File: config.mk
export PLATFORM = sky130hd
export DESIGN_NAME = mdr_sized_ctrl_flat
export DESIGN_NICKNAME = d
export VERILOG_FILES = /design/src/rtl/mdr_sized_ctrl_if.sv /design/src/rtl/mdr_sized_ctrl.sv /design/src/flat_wrapper.sv
export SDC_FILE = /design/constraint.sdc
export NUM_CORES = 1
export LEC_CHECK = 0
export CELL_PAD_IN_SITES_DETAIL_PLACEMENT = 1
export CELL_PAD_IN_SITES_GLOBAL_PLACEMENT = 1
export CORE_MARGIN = 2
export CORE_UTILIZATION = 36
export CTS_CLUSTER_SIZE = 12
export DETAILED_ROUTE_END_ITERATION = 10
export GPL_TIMING_DRIVEN = 0
export PLACE_DENSITY_LB_ADDON = 0.1
export SLEW_MARGIN = 10
export SYNTH_ARGS = -nofsm -noshare
export SYNTH_HDL_FRONTEND = slang
export SYNTH_SLANG_ARGS = --single-unit
File: constraint.sdc
create_clock -name clock -period 5.8 [get_ports clock]
set_input_delay 0.58 -clock clock [delete_from_list [all_inputs] [get_ports clock]]
set_output_delay 0.58 -clock clock [all_outputs]
set_load 0.02 [all_outputs]
File: src/rtl/mdr_sized_ctrl_if.sv
// rtl/mdr_sized_ctrl_if.sv - bus-side and memory-side signal bundle of the sized memory data register
interface mdr_sized_ctrl_if #(
  parameter int DATA_WIDTH = 32
);
  localparam int BW = DATA_WIDTH / 8;
  localparam int AW = $clog2(BW);

  logic                  enable;
  logic                  read;
  logic                  write;
  logic [1:0]            size;
  logic                  sign_ext;
  logic [AW-1:0]         addr_lo;
  logic [DATA_WIDTH-1:0] FromBus;
  logic [DATA_WIDTH-1:0] BusMuxIn;
  logic                  mem_req;
  logic                  mem_we;
  logic [BW-1:0]         mem_be;
  logic [DATA_WIDTH-1:0] mem_wdata;
  logic [DATA_WIDTH-1:0] mem_rdata;
  logic                  mem_ack;
  logic                  busy;
  logic                  done;
  logic                  err;

  modport slave (
    input  enable, read, write, size, sign_ext, addr_lo, FromBus, mem_rdata, mem_ack,
    output BusMuxIn, mem_req, mem_we, mem_be, mem_wdata, busy, done, err
  );

  modport master (
    output enable, read, write, size, sign_ext, addr_lo, FromBus, mem_rdata, mem_ack,
    input  BusMuxIn, mem_req, mem_we, mem_be, mem_wdata, busy, done, err
  );
endinterface

File: src/rtl/mdr_sized_ctrl.sv
// rtl/mdr_sized_ctrl.sv - memory data register with sized, lane-steered memory handshake
module mdr_sized_ctrl #(
  parameter int                    DATA_WIDTH = 32,
  parameter logic [DATA_WIDTH-1:0] INIT       = '0,
  parameter int                    TIMEOUT    = 15
) (
  input  logic             clock,
  input  logic             clear,
  mdr_sized_ctrl_if.slave  bus
);
  localparam int BW = DATA_WIDTH / 8;
  localparam int AW = $clog2(BW);

  typedef enum logic [1:0] {IDLE, ACCESS, DONE, FAIL} state_t;

  state_t                state;
  logic [DATA_WIDTH-1:0] q;
  logic [1:0]            size_q;
  logic [AW-1:0]         off_q;
  logic                  op_q;
  logic                  sign_q;
  logic [7:0]            cnt;
  logic                  req_r, we_r, busy_r, done_r, err_r;

  logic                  aligned;
  logic [DATA_WIDTH-1:0] lane, up, ld_val;
  logic signed [DATA_WIDTH-1:0] sx;
  logic [6:0]            sh;
  logic [BW-1:0]         be;
  logic [DATA_WIDTH-1:0] wdata;

  // dword is only a legal size when the register is 64 bits wide
  always_comb begin
    aligned = 1'b0;
    case (bus.size)
      2'b00:   aligned = 1'b1;
      2'b01:   aligned = ~bus.addr_lo[0];
      2'b10:   aligned = (bus.addr_lo[1:0] == 2'b00);
      default: aligned = (DATA_WIDTH == 64) && (bus.addr_lo == '0);
    endcase
  end

  // Shift the addressed lane to the top, then back down logically or arithmetically
  always_comb begin
    lane = bus.mem_rdata >> {off_q, 3'b000};
    sh   = 7'd0;
    case (size_q)
      2'b00:   sh = 7'(DATA_WIDTH - 8);
      2'b01:   sh = 7'(DATA_WIDTH - 16);
      2'b10:   sh = 7'(DATA_WIDTH - 32);
      default: sh = 7'd0;
    endcase
    up     = lane << sh;
    sx     = $signed(up) >>> sh;
    ld_val = sign_q ? $unsigned(sx) : (up >> sh);
  end

  always_comb begin
    be    = '0;
    wdata = '0;
    case (size_q)
      2'b00: begin
        be    = BW'(1) << off_q;
        wdata = {BW{q[7:0]}};
      end
      2'b01: begin
        be    = BW'(3) << off_q;
        wdata = {(DATA_WIDTH/16){q[15:0]}};
      end
      2'b10: begin
        be    = BW'(15) << off_q;
        wdata = {(DATA_WIDTH/32){q[31:0]}};
      end
      default: begin
        be    = '1;
        wdata = q;
      end
    endcase
  end

  always_ff @(posedge clock or posedge clear) begin
    if (clear) begin
      state  <= IDLE;
      q      <= INIT;
      size_q <= 2'b00;
      off_q  <= '0;
      op_q   <= 1'b0;
      sign_q <= 1'b0;
      cnt    <= 8'd0;
      req_r  <= 1'b0;
      we_r   <= 1'b0;
      busy_r <= 1'b0;
      done_r <= 1'b0;
      err_r  <= 1'b0;
    end else begin
      done_r <= 1'b0;
      err_r  <= 1'b0;
      case (state)
        IDLE: begin
          if (bus.read || bus.write) begin
            size_q <= bus.size;
            off_q  <= bus.addr_lo;
            sign_q <= bus.sign_ext;
            op_q   <= ~bus.read;
            busy_r <= 1'b1;
            if (aligned) begin
              state <= ACCESS;
              cnt   <= 8'd0;
              req_r <= 1'b1;
              we_r  <= ~bus.read;
            end else begin
              state <= FAIL;
              err_r <= 1'b1;
            end
          end else if (bus.enable) begin
            q <= bus.FromBus;
          end
        end
        ACCESS: begin
          if (bus.mem_ack) begin
            if (!op_q) q <= ld_val;
            state  <= DONE;
            done_r <= 1'b1;
            req_r  <= 1'b0;
            we_r   <= 1'b0;
          end else if (cnt == 8'(TIMEOUT - 1)) begin
            state <= FAIL;
            err_r <= 1'b1;
            req_r <= 1'b0;
            we_r  <= 1'b0;
          end else begin
            cnt <= cnt + 8'd1;
          end
        end
        DONE, FAIL: begin
          state  <= IDLE;
          busy_r <= 1'b0;
        end
        default: state <= IDLE;
      endcase
    end
  end

  assign bus.BusMuxIn  = q;
  assign bus.mem_req   = req_r;
  assign bus.mem_we    = we_r;
  assign bus.mem_be    = req_r ? be : '0;
  assign bus.mem_wdata = req_r ? wdata : '0;
  assign bus.busy      = busy_r;
  assign bus.done      = done_r;
  assign bus.err       = err_r;
endmodule

File: src/flat_wrapper.sv
// flat-port wrapper written by rule: the top's interface ports become plain ports
module mdr_sized_ctrl_flat 
#(
  parameter int                    DATA_WIDTH = 32,
  parameter logic [DATA_WIDTH-1:0] INIT       = '0,
  parameter int                    TIMEOUT    = 15
)
  (clock, clear, bus_enable, bus_read, bus_write, bus_size, bus_sign_ext, bus_addr_lo, bus_FromBus, bus_mem_rdata, bus_mem_ack, bus_BusMuxIn, bus_mem_req, bus_mem_we, bus_mem_be, bus_mem_wdata, bus_busy, bus_done, bus_err);
  mdr_sized_ctrl_if #(.DATA_WIDTH(DATA_WIDTH)) bus_i ();
  input  logic clock;
  input  logic clear;
  input wire logic [$bits(bus_i.enable)-1:0] bus_enable;
  input wire logic [$bits(bus_i.read)-1:0] bus_read;
  input wire logic [$bits(bus_i.write)-1:0] bus_write;
  input wire logic [$bits(bus_i.size)-1:0] bus_size;
  input wire logic [$bits(bus_i.sign_ext)-1:0] bus_sign_ext;
  input wire logic [$bits(bus_i.addr_lo)-1:0] bus_addr_lo;
  input wire logic [$bits(bus_i.FromBus)-1:0] bus_FromBus;
  input wire logic [$bits(bus_i.mem_rdata)-1:0] bus_mem_rdata;
  input wire logic [$bits(bus_i.mem_ack)-1:0] bus_mem_ack;
  output wire logic [$bits(bus_i.BusMuxIn)-1:0] bus_BusMuxIn;
  output wire logic [$bits(bus_i.mem_req)-1:0] bus_mem_req;
  output wire logic [$bits(bus_i.mem_we)-1:0] bus_mem_we;
  output wire logic [$bits(bus_i.mem_be)-1:0] bus_mem_be;
  output wire logic [$bits(bus_i.mem_wdata)-1:0] bus_mem_wdata;
  output wire logic [$bits(bus_i.busy)-1:0] bus_busy;
  output wire logic [$bits(bus_i.done)-1:0] bus_done;
  output wire logic [$bits(bus_i.err)-1:0] bus_err;
  assign bus_i.enable = bus_enable;
  assign bus_i.read = bus_read;
  assign bus_i.write = bus_write;
  assign bus_i.size = bus_size;
  assign bus_i.sign_ext = bus_sign_ext;
  assign bus_i.addr_lo = bus_addr_lo;
  assign bus_i.FromBus = bus_FromBus;
  assign bus_i.mem_rdata = bus_mem_rdata;
  assign bus_i.mem_ack = bus_mem_ack;
  assign bus_BusMuxIn = bus_i.BusMuxIn;
  assign bus_mem_req = bus_i.mem_req;
  assign bus_mem_we = bus_i.mem_we;
  assign bus_mem_be = bus_i.mem_be;
  assign bus_mem_wdata = bus_i.mem_wdata;
  assign bus_busy = bus_i.busy;
  assign bus_done = bus_i.done;
  assign bus_err = bus_i.err;
  mdr_sized_ctrl #(.DATA_WIDTH(DATA_WIDTH), .INIT(INIT), .TIMEOUT(TIMEOUT)) u_core (.clock(clock), .clear(clear), .bus(bus_i));
endmodule
Yosys cells after proc, flatten, opt, wreduce, memory -nomap -nowiden

Index checks and enable logic that the tools add are counted.

Word-level logic and storage cells: 92
Bits in registers: 53
Output and inout port bits: 73
Input port bits: 75

Bitwise logic cells: 2
Equal/unequal tests: 17
Add/sub/neg operators: 1
Reductions and logical operators: 14
Muxes and demuxes: 39
Shift operators: 7

Operator list:

| cell                                                 | number |
|---|---|
| 2-to-1 mux 32 bit                                    | 6 |
| case mux 32 bit (2 select lines)                     | 2 |
| >> shifter 32 x 5 -> 32 bit                          | 2 |
| 2-to-1 mux 8 bit                                     | 4 |
| << shifter 32 x 5 -> 32 bit                          | 1 |
| >>> shifter 32 x 5 -> 32 bit                         | 1 |
| case mux 8 bit (2 select lines)                      | 1 |
| 2-to-1 mux 1 bit                                     | 13 |
| != test 2 bit (second input constant)                | 6 |
| case mux 4 bit (3 select lines)                      | 1 |
| case mux 5 bit (2 select lines)                      | 1 |
| AND reduction 5 bit                                  | 2 |
| adder 8 x 1 -> 8 bit (second input constant)         | 1 |
| equality test 2 bit (second input constant)          | 4 |
| equality test 8 x 4 -> 1 bit (second input constant) | 1 |
| logical NOT 2 bit                                    | 4 |
| 2-to-1 mux 2 bit                                     | 4 |
| case mux 1 bit (2 select lines)                      | 4 |
| equality test 2 x 1 -> 1 bit (second input constant) | 3 |
| case mux 2 bit (3 select lines)                      | 1 |
| AND reduction 2 bit                                  | 3 |
| 2-to-1 mux 4 bit                                     | 1 |
| != test 2 x 1 -> 1 bit (second input constant)       | 2 |
| AND reduction 4 bit                                  | 1 |
| 9 further kinds                                      | 11 |

Longest topological paths before layout

Gate-level depths: netlist (run 1).

Depth in word-level cells: 8
Mapped depth: 10
Gate-level depth less buffers: 7

Worst setup path after synthesis (run 1)

OpenSTA, ideal clock, no wires.

Path type: register to output
Start point: reg u_core.size_q[1]
End point: out bus_mem_wdata[31]
Arrival: 2.169 ns
Setup slack: 3.051 ns
Cell stages (with the launch flop): 9
Buffers on the path: 4
Data required time: 5.220 ns
Cell sequence: dfrtp_1 inv_1 ha_1 buf_2 buf_2 buf_2 buf_2 a22oi_1 a21boi_0

Longest elaborated chain between the ends: 3

Ends and longest elaborated chain:

| element                                                                  | RTL line              | text |
|---|---|---|
| from (decl)                                                              | mdr_sized_ctrl.sv:18  | `logic [1:0] size_q;` |
| from (signal assigned)                                                   | mdr_sized_ctrl.sv:101 | `size_q <= bus.size;` |
| equality test 2 x 1 -> 1 bit / logical NOT 2 bit (equally long branches) | mdr_sized_ctrl.sv:61  | `case (size_q)` |
| case mux 32 bit (2 select lines) (*)                                     | mdr_sized_ctrl.sv:61  |  |
| 2-to-1 mux 32 bit (*)                                                    | mdr_sized_ctrl.sv:148 | `assign bus.mem_wdata = req_r ? wdata : '0;` |
| to (decl)                                                                | flat_wrapper.sv:25    | `output wire logic [$bits(bus_i.mem_wdata)-1:0] bus_mem_wdata;` |

Mark *: on every way between the ends. The rest lies on a longest branch, timed or not.

Worst setup path in the final report (run 1)

Start point: reg u_core.size_q[1]
End point: out bus_mem_wdata[23]

Same word-level chain as after synthesis.

==> flow_metrics.env, run 1 <==
export IMPL_grt_max_degree=32
export IMPL_syn_inst=584
export IMPL_dp_hpwl_um=16860
export IMPL_slowest_stage="nor2_1"
export IMPL_place_area_um2=6282
export IMPL_crit_cells=8
export IMPL_switching_share=0.5473
export IMPL_utilization=0.5142
export IMPL_io_pins=148
export IMPL_rrSetupSlack_ns=2.54
export IMPL_worstPathArrival_ns=3.90
export IMPL_slew_headroom=0.3380
export IMPL_setup_tns_ns=0
export IMPL_netlist_area_um2=4576
export IMPL_cts_max_level=2
export IMPL_cts_made_buffers=5
export IMPL_drv_cap=0
export IMPL_num_rows=41
export IMPL_fmax_mhz=223.1
export IMPL_total_leakage_power_uw=0.002531
export IMPL_combinationalPowerShare=0.746
export IMPL_die_y_um=116.7
export IMPL_final_area_um2=6436
export IMPL_clk_latency_ns=0.31
export IMPL_hold_buffers=0
export IMPL_worst_hold_path_type="reg2reg"
export IMPL_finalCritPeriodShare=0.7729
export IMPL_hold_violations=0
export IMPL_hold_end="u_core.bus.mem_we$_DFFE_PP0P_"
export IMPL_dr_pass1_iters=5
export IMPL_reg2reg_depth=8
export IMPL_setup_viol=0
export IMPL_drc_errors=0
export IMPL_crit_fanout=12
export IMPL_vias=5501
export IMPL_slowest_delay_ns=0.78
export IMPL_place_port_buffers=147
export IMPL_status="complete, no violations"
export IMPL_critPathLaunchType="flip-flop"
export IMPL_rsz0062_at_grt="false"
export IMPL_synth_top_family_by_area="compound AO/OA/AOI/OAI gates"
export IMPL_synthXorXnorAreaFrac=0.009571
export IMPL_grt_pass1_wl_um=32680
export IMPL_yosysWarnings=0
export IMPL_die_w_um=116.7
export IMPL_end_kind="output port"
export IMPL_postCtsSetupBuffers=0
export IMPL_ys_seq_elements=53
export IMPL_post_drt_wl_per_cell_um=24.17
export IMPL_root_buffer="clkbuf_16"
export IMPL_critPathBufInv=4
export IMPL_timing_rr_start="u_core.size_q[1]$_DFFE_PP0P_"
export IMPL_synthTopCellsByArea="dfrtp_1 29%, nand2_1 5.7%, mux2i_1 5.5%"
export IMPL_synthFlopType="dfrtp_1"
export IMPL_design_die_area_um2=13630
export IMPL_synthToLayoutAreaGrowth_pct=40.66
export IMPL_min_delay_start="u_core.bus.mem_we$_DFFE_PP0P_"
export IMPL_synth_distinct_cells=69
export IMPL_irDropWorstVdd_mv=0.2492
export IMPL_ctsResizeCount=0
export IMPL_fin_nets=821
export IMPL_r2r_end="u_core.bus.BusMuxIn[26]$_DFFE_PP0P_"
export IMPL_synth_top_area_cell="dfrtp_1"
export IMPL_antenna_cells=0
export IMPL_yosys_area_share_simple=0.2472
export IMPL_wl_um=22050
export IMPL_antenna_found_initial=0
export IMPL_holdPathStages=1
export IMPL_min_period_ns=4.483
export IMPL_skew_ns=0.009060
export IMPL_clockPowerShare=0.080
export IMPL_syn_nets=666
export IMPL_ys_seq_area_frac=0.2899
export IMPL_grt_pass1_vias=5663
export IMPL_clockBufferDepth=2
export IMPL_slew_violations=0
export IMPL_coreArea_um2=12520
export IMPL_power_switching_uw=2275
export IMPL_avgSynthCellArea_um2=7.835
export IMPL_track_usage=0.3228
export IMPL_cellInternalPower_uw=1882
export IMPL_cp_cell_sequence="inv_1 > ha_1 > buf_2 > nor2_1 > clkbuf_1 > a21oi_1 > nor2b_1 > clkdlybuf4s50_1"
export IMPL_synth_compound_area_frac=0.2901
export IMPL_synth_edf_count=0
export IMPL_critPathTopFamily="buffers and inverters"
export IMPL_gp_congestion=0.9370
export IMPL_yosysTopAreaCellShare=0.2899
export IMPL_start_util=0.3656
export IMPL_clock_sinks=53
export IMPL_power_uw=4156
export IMPL_cp_required_ns=5.22
export IMPL_post_drt_via_cell_ratio=6.032
export IMPL_power_frac_seq=0.174
export IMPL_drive_gt1_frac=0.07432
export IMPL_p_per_area_nw_per_um2=645.8
export IMPL_cts_tree="yes"
export IMPL_ant_nets=0
export IMPL_clk_pin_slew_ns=0.08
export IMPL_grt_ovfl_total=0
export IMPL_path_class="reg2out"
export IMPL_drt_initial_drc_count=366
export IMPL_tightestPinTransition_ns=0.9894
export IMPL_muxShareOfSynthArea=0.08914
export IMPL_synth_async_reset_ratio=1.000
export IMPL_synthAdderAreaFrac=0.01914
routing by layer:
metal	up-vias	share of wire	track usage	routed length (um)
met5	-	0	0	0
met4	0	0.033	0.1184	729
met3	48	0.072	0.06642	1594
met2	240	0.48	0.5518	10670
met1	2750	0.41	0.4020	9052
li1	2463	-	-	-
cells in the mapped netlist, types with 3 or more instances:
cell type / number
o21ai_0: 47
o22ai_1: 7
and2_1: 12
o211ai_1: 7
ha_1: 7
clkbuf_1: 24
o21a_1: 5
a31oi_1: 8
nand4_1: 5
a211oi_1: 7
or3_1: 13
nand2b_1: 8
inv_1: 9
mux2i_1: 25
nor3_1: 11
nor2_1: 30
dfrtp_1: 53
nand3_1: 13
a22oi_1: 21
a21o_1: 5
xor2_1: 3
a21oi_1: 43
buf_2: 21
a221oi_1: 5
nand2_1: 70
and3_1: 13
a21boi_0: 9
nor2b_1: 24
mux2_2: 11
nor3b_1: 5
nand3b_1: 3
o21ai_1: 15
o2111ai_1: 3
how the worst max path moves through the flow:
stage,to,slack [ns],start
5_1_grt,bus_mem_wdata[23],1.27,u_core.size_q[1]$_DFFE_PP0P_
6_report,bus_mem_wdata[23],1.32,u_core.size_q[1]$_DFFE_PP0P_
3_5_place_dp,bus_mem_wdata[23],1.81,u_core.size_q[1]$_DFFE_PP0P_
2_1_floorplan,bus_mem_wdata[31],3.05,u_core.size_q[1]$_DFFE_PP0P_
3_3_place_gp,bus_mem_wdata[23],1.85,u_core.size_q[1]$_DFFE_PP0P_
4_1_cts,bus_mem_wdata[23],1.46,u_core.size_q[1]$_DFFE_PP0P_
flip-flops by register name (all words and copies together) (netlist names):
name and count:
u_core.bus.BusMuxIn 32, u_core.bus.busy 1, u_core.bus.done 1, u_core.bus.err 1, u_core.bus.mem_req 1, u_core.bus.mem_we 1
u_core.cnt 8, u_core.off_q 2, u_core.op_q 1, u_core.sign_q 1, u_core.size_q 2, u_core.state 2
logic make-up after synthesis:
logic type	count (synthesis)
simple gates	217
flops	53
compound gates	206
mux	38
buf+inv	58
xor+xnor	5
fa+ha+maj	7
metrics by stage:
stage / instances / worst slack [ns] / hold slack [ns]
6_report: 912 / 1.317 / 0.5032
5_1_grt: 912 / 1.274 / 0.5363
4_1_cts: 912 / 1.463 / 0.5129
3_5_place_dp: 904 / 1.809 / 0.4891
3_3_place_gp: 903 / 1.851 / 0.4758
2_1_floorplan: 584 / 3.051 / 0.5049
power groups by stage:
stage / clock (uW) / sequential, uW / combinational, uW
after detailed placement: 0 / 724 / 3030
after floorplan: 0 / 812 / 1650
after CTS: 337 / 718 / 3050
after global placement: 0 / 712 / 2970
final: 333 / 724 / 3100
after global routing: 344 / 744 / 3300
cell usage in the layout (no fill, tap or decap), types with 7 or more instances in the layout:
| cell | instances |
|---|---|
| clkbuf_1 | 24 |
| nor2b_1 | 24 |
| and2_1 | 12 |
| a22oi_1 | 21 |
| a21oi_1 | 43 |
| buf_2 | 21 |
| nor2_1 | 30 |
| or3_1 | 13 |
| a31oi_1 | 8 |
| o21ai_0 | 47 |
| nand3_1 | 13 |
| o21ai_1 | 15 |
| nor3_1 | 11 |
| a21boi_0 | 9 |
| a211oi_1 | 7 |
| nand2b_1 | 8 |
| mux2i_1 | 25 |
| o211ai_1 | 7 |
| inv_1 | 8 |
| o22ai_1 | 7 |
| and3_1 | 13 |
| ha_1 | 7 |
| clkdlybuf4s50_1 | 147 |
| dfrtp_1 | 53 |
| nand2_1 | 70 |
| mux2_2 | 11 |
cell type report:
type                            instances  area, um^2
Multi-Input combinational cell        473        2998
Timing Repair Buffer                  148        1491
Fill cell                            1546        6081
Tap cell                              172       215.2
Sequential cell                        53        1326
Clock inverter                          3       28.78
Inverter                               10       37.54
Buffer                                 48       214.0
Clock buffer                            5       125.1
(Power assumes the default switching activity.)
==> run 2: changes to the inputs <==
CORE_UTILIZATION = 34   (was 36)
clock period = 4.7 ns   (was 5.8 ns; I/O delays follow)
==> flow_metrics.env, run 2 (synthesis results as in run 1) <==
export IMPL_status="complete, no violations"
export IMPL_ctsResizeCount=0
export IMPL_drc_errors=0
export IMPL_antenna_cells=0
export IMPL_path_class="reg2out"
export IMPL_cts_max_level=2
export IMPL_grt_max_degree=36
export IMPL_root_buffer="clkbuf_16"
export IMPL_fmax_mhz=238.4
export IMPL_track_usage=0.2976
export IMPL_post_drt_wl_per_cell_um=23.51
export IMPL_place_port_buffers=147
export IMPL_irDropWorstVdd_mv=0.3163
export IMPL_hold_violations=0
export IMPL_clockBufferDepth=2
export IMPL_gp_congestion=0.9251
export IMPL_post_drt_via_cell_ratio=5.903
export IMPL_fin_nets=821
export IMPL_grt_ovfl_total=0
export IMPL_worstPathArrival_ns=3.73
export IMPL_skew_ns=0.007792
export IMPL_hold_buffers=0
export IMPL_finalCritPeriodShare=0.8927
export IMPL_largest_reg_flops=32
export IMPL_clockPowerShare=0.082
export IMPL_final_common_cell="clkdlybuf4s50_1"
export IMPL_switching_share=0.5445
export IMPL_power_switching_uw=2774
export IMPL_critPathLaunchType="flip-flop"
export IMPL_grt_pass1_wl_um=32590
export IMPL_cts_made_buffers=5
export IMPL_slowest_delay_ns=0.66
export IMPL_vias=5407
export IMPL_cts_tree="yes"
export IMPL_drv_cap=0
export IMPL_power_frac_seq=0.176
export IMPL_start_util=0.3469
export IMPL_cp_required_ns=4.23
export IMPL_mostFrequentLayoutCells="147 x clkdlybuf4s50_1, 70 x nand2_1, 53 x dfrtp_1"
export IMPL_coreArea_um2=13190
export IMPL_min_period_ns=4.196
export IMPL_die_y_um=120.0
export IMPL_dr_pass1_iters=5
export IMPL_power_uw=5094
export IMPL_ant_nets=0
export IMPL_rrSetupSlack_ns=1.46
export IMPL_dp_hpwl_um=16690
export IMPL_drive_gt1_frac=0.07432
export IMPL_cp_cell_sequence="inv_1 > ha_1 > buf_2 > nor2_1 > clkbuf_1 > nand2_1 > a21boi_0 > clkdlybuf4s50_1"
export IMPL_synthToLayoutAreaGrowth_pct=40.77
export IMPL_end_kind="output port"
export IMPL_total_leakage_power_uw=0.002531
export IMPL_slew_violations=0
export IMPL_setup_viol=0
export IMPL_io_pins=148
export IMPL_clk_pin_slew_ns=0.09
export IMPL_p_per_area_nw_per_um2=790.9
export IMPL_grt_pass1_vias=5680
export IMPL_combinationalPowerShare=0.742
export IMPL_clock_sinks=53
export IMPL_postCtsSetupBuffers=0
export IMPL_worst_hold_path_type="in2async"
export IMPL_antenna_found_initial=0
export IMPL_drt_initial_drc_count=375
export IMPL_cellInternalPower_uw=2320
export IMPL_crit_fanout=12
export IMPL_die_w_um=120.0
export IMPL_critPathBufInv=4
export IMPL_setup_tns_ns=0
export IMPL_tightestPinTransition_ns=1.022
export IMPL_critPathTopFamily="buffers and inverters"
export IMPL_rsz0062_at_grt="false"
export IMPL_slowest_stage="clkdlybuf4s50_1"
export IMPL_design_die_area_um2=14400
export IMPL_slew_headroom=0.3173
export IMPL_clk_latency_ns=0.32
export IMPL_wl_um=21540
export IMPL_num_rows=42
run 2: worst paths after layout:
path	startpoint	end	cells past startpoint
worst max register to register	u_core.size_q[1]$_DFFE_PP0P_	u_core.bus.BusMuxIn[14]$_DFFE_PP0P_	8
worst max-delay path	u_core.size_q[1]$_DFFE_PP0P_	bus_mem_wdata[27]	8
worst min-delay path	clear	u_core.bus.BusMuxIn[6]$_DFFE_PP0P_	2
min in group clock	u_core.bus.mem_we$_DFFE_PP0P_	u_core.bus.mem_we$_DFFE_PP0P_	1
max in group asynchronous	clear	u_core.state[1]$_DFFE_PP0P_	3
worst min register to register	u_core.bus.mem_we$_DFFE_PP0P_	u_core.bus.mem_we$_DFFE_PP0P_	1
run 2: final cells by class:
cell class / count / area, um^2
clock inverters: 3 / 28.78
flip-flops and latches: 53 / 1326
fillers: 1585 / 6749
well taps: 176 / 220.2
repair buffers: 148 / 1491
multi-input cells: 473 / 2998
plain buffers: 48 / 214.0
clock buffers: 5 / 125.1
inverters: 10 / 37.54
run 2: power by group through the flow:
stage          clock network [uW]  logic, uW  registers, uW
2_1_floorplan                   0       2040           1000
3_3_place_gp                    0       3670            891
3_5_place_dp                    0       3720            903
4_1_cts                       424       3740            894
5_1_grt                       438       4020            920
6_report                      416       3780            898
run 2: metrics by stage:
step | std cells | setup WS (ns) | hold WS [ns] | instance area [um^2] | utilization
2_1_floorplan | 584 | 2.061 | 0.5049 | 4576 | -
3_3_place_gp | 907 | 0.9633 | 0.4730 | 6267 | 0.4751
3_5_place_dp | 908 | 0.9350 | 0.4780 | 6287 | 0.4767
4_1_cts | 916 | 0.5886 | 0.4970 | 6441 | 0.4883
5_1_grt | 916 | 0.2945 | 0.5324 | 6441 | 0.4883
6_report | 916 | 0.5045 | 0.4888 | 6441 | 0.4883
run 2: routing by layer:
metal,GRT usage,part of all wire,vias to the layer above,wire length (um)
met5,0,0,-,0
met4,0.09265,0.025,0,546
met3,0.05418,0.056,37,1215
met1,0.3786,0.43,2713,9295
li1,-,-,2468,-
met2,0.5099,0.49,189,10480
run 2: worst register-to-register path: cells and delay by family, from the launching register on:
family / cells / cell delay [ns]
compound gates: 2 / 0.81
flops: 1 / 0.41
simple gates: 2 / 0.43
buf+inv: 3 / 1.11
fa+ha+maj: 1 / 0.33
==> run 3: changes to the inputs <==
CORE_ASPECT_RATIO = 1.1   (was default)
CORE_MARGIN = default   (was 2)
==> flow_metrics.env, run 3 (synthesis results as in run 1) <==
export IMPL_slowest_delay_ns=0.65
export IMPL_grtUsageMet2=0.5548
export IMPL_use_met3=0.04769
export IMPL_hold_end="u_core.bus.mem_we$_DFFE_PP0P_"
export IMPL_slew_headroom=0.3064
export IMPL_p_per_area_nw_per_um2=793.5
export IMPL_place_port_buffers=147
export IMPL_cp_required_ns=4.23
export IMPL_die_w_um=112.6
export IMPL_power_switching_uw=2776
export IMPL_path_class="reg2out"
export IMPL_ctsResizeCount=0
export IMPL_end_kind="output port"
export IMPL_worstPathArrival_ns=3.67
export IMPL_dp_hpwl_um=16740
export IMPL_fin_ws_ns=0.5564
export IMPL_drv_cap=0
export IMPL_ant_nets=0
export IMPL_grt_ovfl_total=0
export IMPL_setup_tns_ns=0
export IMPL_power_frac_seq=0.176
export IMPL_combinationalPowerShare=0.746
export IMPL_grt_use_met1=0.3850
export IMPL_cts_max_level=2
export IMPL_post_drt_via_cell_ratio=6.061
export IMPL_largest_reg_flops=32
export IMPL_post_drt_wl_per_cell_um=24.17
export IMPL_finalCritPeriodShare=0.8816
export IMPL_grt_pass1_wl_um=32660
export IMPL_globalRoute_busiestLayer="met2"
export IMPL_timing_rr_start="u_core.size_q[1]$_DFFE_PP0P_"
export IMPL_n_fill_cell=1649
export IMPL_clk_pin_slew_ns=0.08
export IMPL_worst_hold_path_type="reg2reg"
export IMPL_rsz0062_at_grt="false"
export IMPL_drc_errors=0
export IMPL_fin_nets=821
export IMPL_min_delay_start="u_core.bus.mem_we$_DFFE_PP0P_"
export IMPL_switching_share=0.5448
export IMPL_slowest_stage="clkbuf_1"
export IMPL_tightestPinTransition_ns=1.038
export IMPL_dr_pass1_iters=5
export IMPL_place_area_um2=6269
export IMPL_rrSetupSlack_ns=1.59
export IMPL_clock_sinks=53
export IMPL_cts_made_buffers=5
export IMPL_gp_congestion=0.9103
export IMPL_drt_initial_drc_count=416
export IMPL_utilization=0.4879
export IMPL_total_leakage_power_uw=0.002523
export IMPL_hold_violations=0
export IMPL_wl_um=21780
export IMPL_grt_max_degree=30
export IMPL_r2r_end="u_core.bus.BusMuxIn[4]$_DFFE_PP0P_"
export IMPL_holdPathStages=1
export IMPL_io_pins=148
export IMPL_synthToLayoutAreaGrowth_pct=40.31
export IMPL_num_rows=44
export IMPL_setup_viol=0
export IMPL_start_util=0.3478
export IMPL_mostFrequentLayoutCells="147 x clkdlybuf4s50_1, 70 x nand2_1, 53 x dfrtp_1"
export IMPL_clockPowerShare=0.078
export IMPL_vias=5461
export IMPL_final_area_um2=6420
export IMPL_skew_ns=0.007027
export IMPL_hold_buffers=0
export IMPL_irDropWorstVdd_mv=0.3147
export IMPL_crit_fanout=12
export IMPL_final_common_cell="clkdlybuf4s50_1"
export IMPL_crit_start="u_core.size_q[1]$_DFFE_PP0P_"
export IMPL_design_die_area_um2=13930
export IMPL_track_usage=0.3141
export IMPL_antenna_found_initial=0
export IMPL_status="complete, no violations"
export IMPL_antenna_cells=0
export IMPL_cp_cell_sequence="inv_1 > ha_1 > buf_2 > nor2_1 > clkbuf_1 > a21oi_1 > nor2b_1 > clkdlybuf4s50_1"
export IMPL_reg2reg_depth=7
export IMPL_grt_pass1_vias=5571
export IMPL_cts_tree="yes"
export IMPL_slew_violations=0
export IMPL_critPathLaunchType="flip-flop"
export IMPL_fmax_mhz=241.3
export IMPL_pre_cts_ws_ns=0.9574
export IMPL_clk_latency_ns=0.31
export IMPL_root_buffer="clkbuf_16"
export IMPL_cellInternalPower_uw=2319
export IMPL_coreArea_um2=13160
export IMPL_min_period_ns=4.144
export IMPL_postCtsSetupBuffers=0
export IMPL_drive_gt1_frac=0.07432
export IMPL_die_y_um=123.7
export IMPL_clockBufferDepth=2
## run 3: changes by cell type in the layout (fill, tap and decap cells not counted)
cell,before,now
clkinvlp_4,0,2
clkinv_4,1,0
inv_6,1,0
## run 3: per-stage QoR
stage               std cells  total power [uW]  hold slack [ns]
floorplan                 584              3037           0.5049
global placement          892              4571           0.4787
detailed placement        893              4632           0.4908
CTS                       901              5047           0.5143
global route              901              5394           0.5465
finish                    901              5094           0.5016
## run 3: worst max path at each step
stage                                   end  slack (ns)
after floorplan           bus_mem_wdata[31]        2.06
after detailed placement  bus_mem_wdata[20]        0.96
after global placement    bus_mem_wdata[19]        0.92
after CTS                 bus_mem_wdata[20]        0.61
after global routing      bus_mem_wdata[26]        0.46
final                     bus_mem_wdata[23]        0.56
## run 3: layout make-up
cell class	instances	area [um^2]	share of cell area
Inverter	10	37.54	0.005847
Sequential cell	53	1326	0.2066
Buffer	48	214.0	0.03333
Clock inverter	3	26.28	0.004093
Tap cell	161	201.4	0.03138
Clock buffer	5	125.1	0.01949
Timing Repair Buffer	148	1491	0.2323
Multi-Input combinational cell	473	2998	0.4670
## run 3: power by group through the flow
stage                     clock network [uW]  logic (uW)  registers (uW)
after global routing                     422        4050             919
after CTS                                408        3750             887
after floorplan                            0        2040            1000
after global placement                     0        3690             886
after detailed placement                   0        3740             896
final                                    399        3800             897
## run 3: critical path: cells and delay by family, from the launching register on
kind | cells | cell delay [ns]
AOI/OAI and AO/OA | 1 | 0.17
and+or+nand+nor | 2 | 0.77
adders and majority gates | 1 | 0.32
buffers and inverters | 4 | 1.71
DFF | 1 | 0.38
## run 3: metal layers
metal / vias to the layer above / routed length, um / part of all wire
li1: 2461 / - / -
met1: 2727 / 9204 / 0.42
met2: 230 / 10720 / 0.49
met3: 43 / 1163 / 0.053
met4: 0 / 698 / 0.032
met5: - / 0 / 0
==> patch 1 (flow settings as in run 3) <==
`DATA_WIDTH` is set to 32 in 3 places; all go to 64.
--- a/src/rtl/mdr_sized_ctrl_if.sv
+++ b/src/rtl/mdr_sized_ctrl_if.sv
@@ -1,6 +1,6 @@
 // rtl/mdr_sized_ctrl_if.sv - bus-side and memory-side signal bundle of the sized memory data register
 interface mdr_sized_ctrl_if #(
-  parameter int DATA_WIDTH = 32
+  parameter int DATA_WIDTH = 64
 );
   localparam int BW = DATA_WIDTH / 8;
   localparam int AW = $clog2(BW);
--- a/src/rtl/mdr_sized_ctrl.sv
+++ b/src/rtl/mdr_sized_ctrl.sv
@@ -1,6 +1,6 @@
 // rtl/mdr_sized_ctrl.sv - memory data register with sized, lane-steered memory handshake
 module mdr_sized_ctrl #(
-  parameter int                    DATA_WIDTH = 32,
+  parameter int                    DATA_WIDTH = 64,
   parameter logic [DATA_WIDTH-1:0] INIT       = '0,
   parameter int                    TIMEOUT    = 15
 ) (
--- a/src/flat_wrapper.sv
+++ b/src/flat_wrapper.sv
@@ -1,7 +1,7 @@
 // flat-port wrapper written by rule: the top's interface ports become plain ports
 module mdr_sized_ctrl_flat 
 #(
-  parameter int                    DATA_WIDTH = 32,
+  parameter int                    DATA_WIDTH = 64,
   parameter logic [DATA_WIDTH-1:0] INIT       = '0,
   parameter int                    TIMEOUT    = 15
 )
Ports: changed (6 resized); port bits go from 148 to 281. No check against the original RTL was run, so the function may have changed too.
==> patch 1 against run 3 <==
- synthesized area up 72%
- wire length is 97% higher
- cell area grew 77%
- via count up 82%
- power increased by 100%
- count of clock-buffer cells in the layout grew 4
- critical path depth unchanged
- setup slack lost 480 ps
- clock power up 75%
- synthesized cell count rose by 79%
- sequential cell count rose by 33
- highest routed layer unchanged
==> patch 1: results (changes against run 3) <==
[layout]
multi_input_comb_area_sq_um = 5200  ; +73%
flops_and_latches = 86  ; +62%
clk_share_pct = 2.400  ; +0.042 points
seq_area_sq_um = 2152  ; +62%
buffer_area_share_pct = 29.03  ; +2.5 points
num-fill-cells = 2820  ; +71%
drive_above_1_share_pct = 7.910  ; +0.48 points
comb.multi_input.count = 843  ; +78%

[placed_design]
port_buffers = 280  ; +90%
pre_cts_slack_ps = 526.8  ; -430.5 ps
dp_hpwl_microns = 34900  ; +110%
gp_congestion = 1.012  ; +11%

[power_and_ir_drop]
finalPower_uw = 10300  ; +100%
p_leak_uw = 0.004404  ; +75%
powerClk_uw = 697  ; +75%

[global_route]
grt_max_degree = 59  ; +97%
grt_pass1_vias = 9897  ; +78%

[cts]
clkLatencyLatePin_ps = 360  ; +50 ps
htree_levels = 3  ; +1
cts-buffers-inserted = 9  ; +4

[routing]
drt_iter0_markers = 579  ; +39%
via_count = 9954  ; +82%

[logic_synthesis]
syn_nets = 1192  ; +79%
ys_seq_area_share_pct = 27.29  ; -1.7 points

[sta]
finClkSkew_ps = 7.973  ; +0.9458 ps
worst-slew-pin-transition_ps = 898.9  ; -139.2 ps

[run_status]
outcome = complete, no violations

[setup_path]
cp_max_fo = 10  ; -2

[hold_path]
hp-class = input port to asynchronous set/reset pin

[patch 1: changes by cell type after synthesis, moves of 33 or more]
cell,before,now
nor2_1,30,164
o21ai_0,47,118
a21oi_1,43,94
clkbuf_1,24,60
nand2_1,70,106
dfrtp_1,53,86
[patch 1: final timing paths]
kind	from	to	slack (ps)	depth (start not counted)
setup / recovery	u_core.size_q[1]$_DFFE_PP0P_	bus_mem_wdata[34]	80	8
hold / removal	clear	u_core.cnt[3]$_DFFE_PP0P_	490	2
setup reg to reg	u_core.size_q[0]$_DFFE_PP0P_	u_core.bus.BusMuxIn[46]$_DFFE_PP0P_	1440	10
hold reg to reg	u_core.cnt[7]$_DFFE_PP0P_	u_core.cnt[7]$_DFFE_PP0P_	510	1
max in group asynchronous	clear	u_core.bus.BusMuxIn[16]$_DFFE_PP0P_	3560	3
min in group clock	u_core.cnt[7]$_DFFE_PP0P_	u_core.cnt[7]$_DFFE_PP0P_	510	1
[patch 1: logic make-up after synthesis]
group                      synth area share [%]
adders and majority gates                 1.269
DFF                                       27.29
and+or+nand+nor                           20.58
buffers and inverters                     6.760
AOI/OAI and AO/OA                         31.58
muxes                                     12.52
[patch 1: critical path, stage by stage (launching register included)]
cell and delay, ps:
dfrtp_1 420, ha_1 180, buf_2 280, clkbuf_1 620, buf_1 560, buf_1 730, a22oi_1 200, nor2_1 140
clkdlybuf4s50_1 630
[patch 1: per-layer routing]
layer / global-route usage (%) / share of wire, % / up-vias
met4: 17.29 / 4.9 / 0
li1: - / - / 4401
met2: 56.88 / 45 / 528
met5: 0 / 0 / -
met1: 47.90 / 42 / 4920
met3: 5.562 / 7.4 / 105
[patch 1: metrics by stage]
step	cells	area (sq um)
floorplan	1044	7885
global placement	1624	11060
detailed placement	1625	11090
CTS	1640	11370
global route	1640	11370
finish	1640	11370
==> patch 2 (config.mk and constraints of run 3) <==
Made on the original files. Remove the case item `2'b01` of the case on `size_q`.
--- a/src/rtl/mdr_sized_ctrl.sv
+++ b/src/rtl/mdr_sized_ctrl.sv
@@ -62,10 +62,6 @@
       2'b00: begin
         be    = BW'(1) << off_q;
         wdata = {BW{q[7:0]}};
-      end
-      2'b01: begin
-        be    = BW'(3) << off_q;
-        wdata = {(DATA_WIDTH/16){q[15:0]}};
       end
       2'b10: begin
         be    = BW'(15) << off_q;
Function: changed (a bounded check fails within 4 cycles, from zero or initial values).
==> patch 2 against run 3 <==
- the flow now finishes with violations (design-rule violations)
- power fell by 22%
- synthesized area is 24% lower
- sequential cell count unchanged
- via count is 30% lower
- count of clock-buffer cells in the layout did not move
- hold slack got worse by 1.1 ps
- setup slack improved by 710 ps
- wire length decreased by 32%
- cell area fell by 19%
- critical endpoint unchanged
- highest routed layer unchanged
==> patch 2: results (changes against run 3) <==
[cts]
clkLatencyLatePin_ps = 330  ; +20 ps
cts_buffer_depth = 2  ; unchanged
clock-root-buffer = clkbuf_8
clkTransAtPathRegs_ps = 110  ; +30 ps
cts-buffers-inserted = 5  ; unchanged

[logic_synthesis]
synth_flop_cell = dfrtp_1
netlist_top_cells_area = dfrtp_1, nand2_1, mux2_2
syn_nets = 486  ; -27%
ys_seq_area_share_pct = 38.14  ; +9.2 points
yosys_warnings = 0  ; unchanged
synth_cell_types = 46  ; -33%
synth_commonest_cells = nand2_1, nor2_1, dfrtp_1, a21oi_1, mux2_2

[global_route]
grtUsageTotal_pct = 27.99  ; -3.4 points
grt_pass1_vias = 4031  ; -28%
grt_max_degree = 33  ; +10%
grt_pass1_wl_microns = 22380  ; -31%

[run_status]
outcome = finished with violations
violations = design-rule violations

[routing]
drc = 14  ; +14
viasPerCell = 5.582  ; -7.9%
drt_wl_total_microns = 14720  ; -32%
firstDrtPassIters = 7  ; +2
drt_iter0_markers = 174  ; -58%

[layout]
diodes = 0  ; unchanged
drive_above_1_share_pct = 10.11  ; +2.7 points
fin_nets = 641  ; -22%

[placed_design]
dp_hpwl_microns = 11530  ; -31%
gp_congestion = 0.8539  ; -6.2%
port_buffers = 147  ; unchanged
placed_area_sq_um = 5119  ; -18%

[sta]
finClkSkew_ps = 15.49  ; +8.461 ps
worst-slew-pin-transition_ps = 808.4  ; -229.8 ps

[setup_path]
cp_max_fo = 10  ; -2
ff2ff_setup_slack_ps = 2530  ; +940 ps
worstPathArrival_ps = 2960  ; -710 ps

[hold_path]
hp-class = input port to asynchronous set/reset pin

[power_and_ir_drop]
peakVddDrop_uv = 305.8  ; -2.8%
p_leak_uw = 0.002092  ; -17%

[patch 2: cells by family after synthesis]
family	after synthesis	synth area share [%]
adder cells (fa/ha/maj)	2	0.7196
AO/OA/AOI/OAI	104	21.91
AND/OR/NAND/NOR	173	22.60
flip-flops	53	38.14
multiplexers	31	9.968
XOR/XNOR	3	0.7558
buffers and inverters	43	5.901
[patch 2: cell type report]
| type | count | area (sq um) |
|---|---|---|
| clock buffers | 5 | 68.82 |
| clock inverters | 2 | 35.03 |
| inverters | 14 | 52.55 |
| repair buffers | 148 | 1491 |
| fillers | 1194 | 4667 |
| well taps | 120 | 150.1 |
| flip-flops and latches | 53 | 1326 |
| multi-input cells | 313 | 1946 |
| plain buffers | 29 | 152.6 |
[patch 2: stage by stage]
| step | hold slack [ps] | std cells | power [uW] | setup slack [ps] |
|---|---|---|---|---|
| final | 500.4 | 684 | 3957 | 1266 |
| after global routing | 535.7 | 684 | 4191 | 1100 |
| after CTS | 513.5 | 684 | 3964 | 1263 |
| after detailed placement | 522.2 | 677 | 3634 | 1639 |
| after global placement | 516.6 | 676 | 3554 | 1719 |
| after floorplan | 495.2 | 409 | 2395 | 2689 |
[patch 2: layer usage]
| layer | vias up | global-route usage, % | wire length [microns] |
|---|---|---|---|
| li1 | 1759 | - | - |
| met4 | 0 | 10.13 | 341 |
| met1 | 1906 | 33.59 | 6033 |
| met3 | 21 | 4.396 | 771 |
| met2 | 132 | 50.75 | 7578 |
| met5 | - | 0 | 0 |
[patch 2: critical path, cell delays in order (launching register included)]
cell	delay, ps
dfrtp_1	340
buf_2	220
or2_2	140
clkbuf_1	440
clkbuf_1	500
nand2_1	110
a21oi_1	240
clkdlybuf4s50_1	650
[patch 2: report_power, final]
group	internal (uW)	switching [uW]
clock	155	168
combinational	1200	1560
sequential	662	206
[patch 2: final timing paths]
check,from,endpoint,cells after the start
setup / recovery,u_core.size_q[0]$_DFFE_PP0P_,bus_mem_wdata[23],7
hold / removal,clear,u_core.bus.BusMuxIn[30]$_DFFE_PP0P_,2
setup reg to reg,u_core.state[1]$_DFFE_PP0P_,u_core.bus.BusMuxIn[21]$_DFFE_PP0P_,6
hold reg to reg,u_core.bus.mem_we$_DFFE_PP0P_,u_core.bus.mem_we$_DFFE_PP0P_,2
max in group asynchronous,clear,u_core.bus.BusMuxIn[1]$_DFFE_PP0P_,3
min in group clock,u_core.bus.mem_we$_DFFE_PP0P_,u_core.bus.mem_we$_DFFE_PP0P_,2
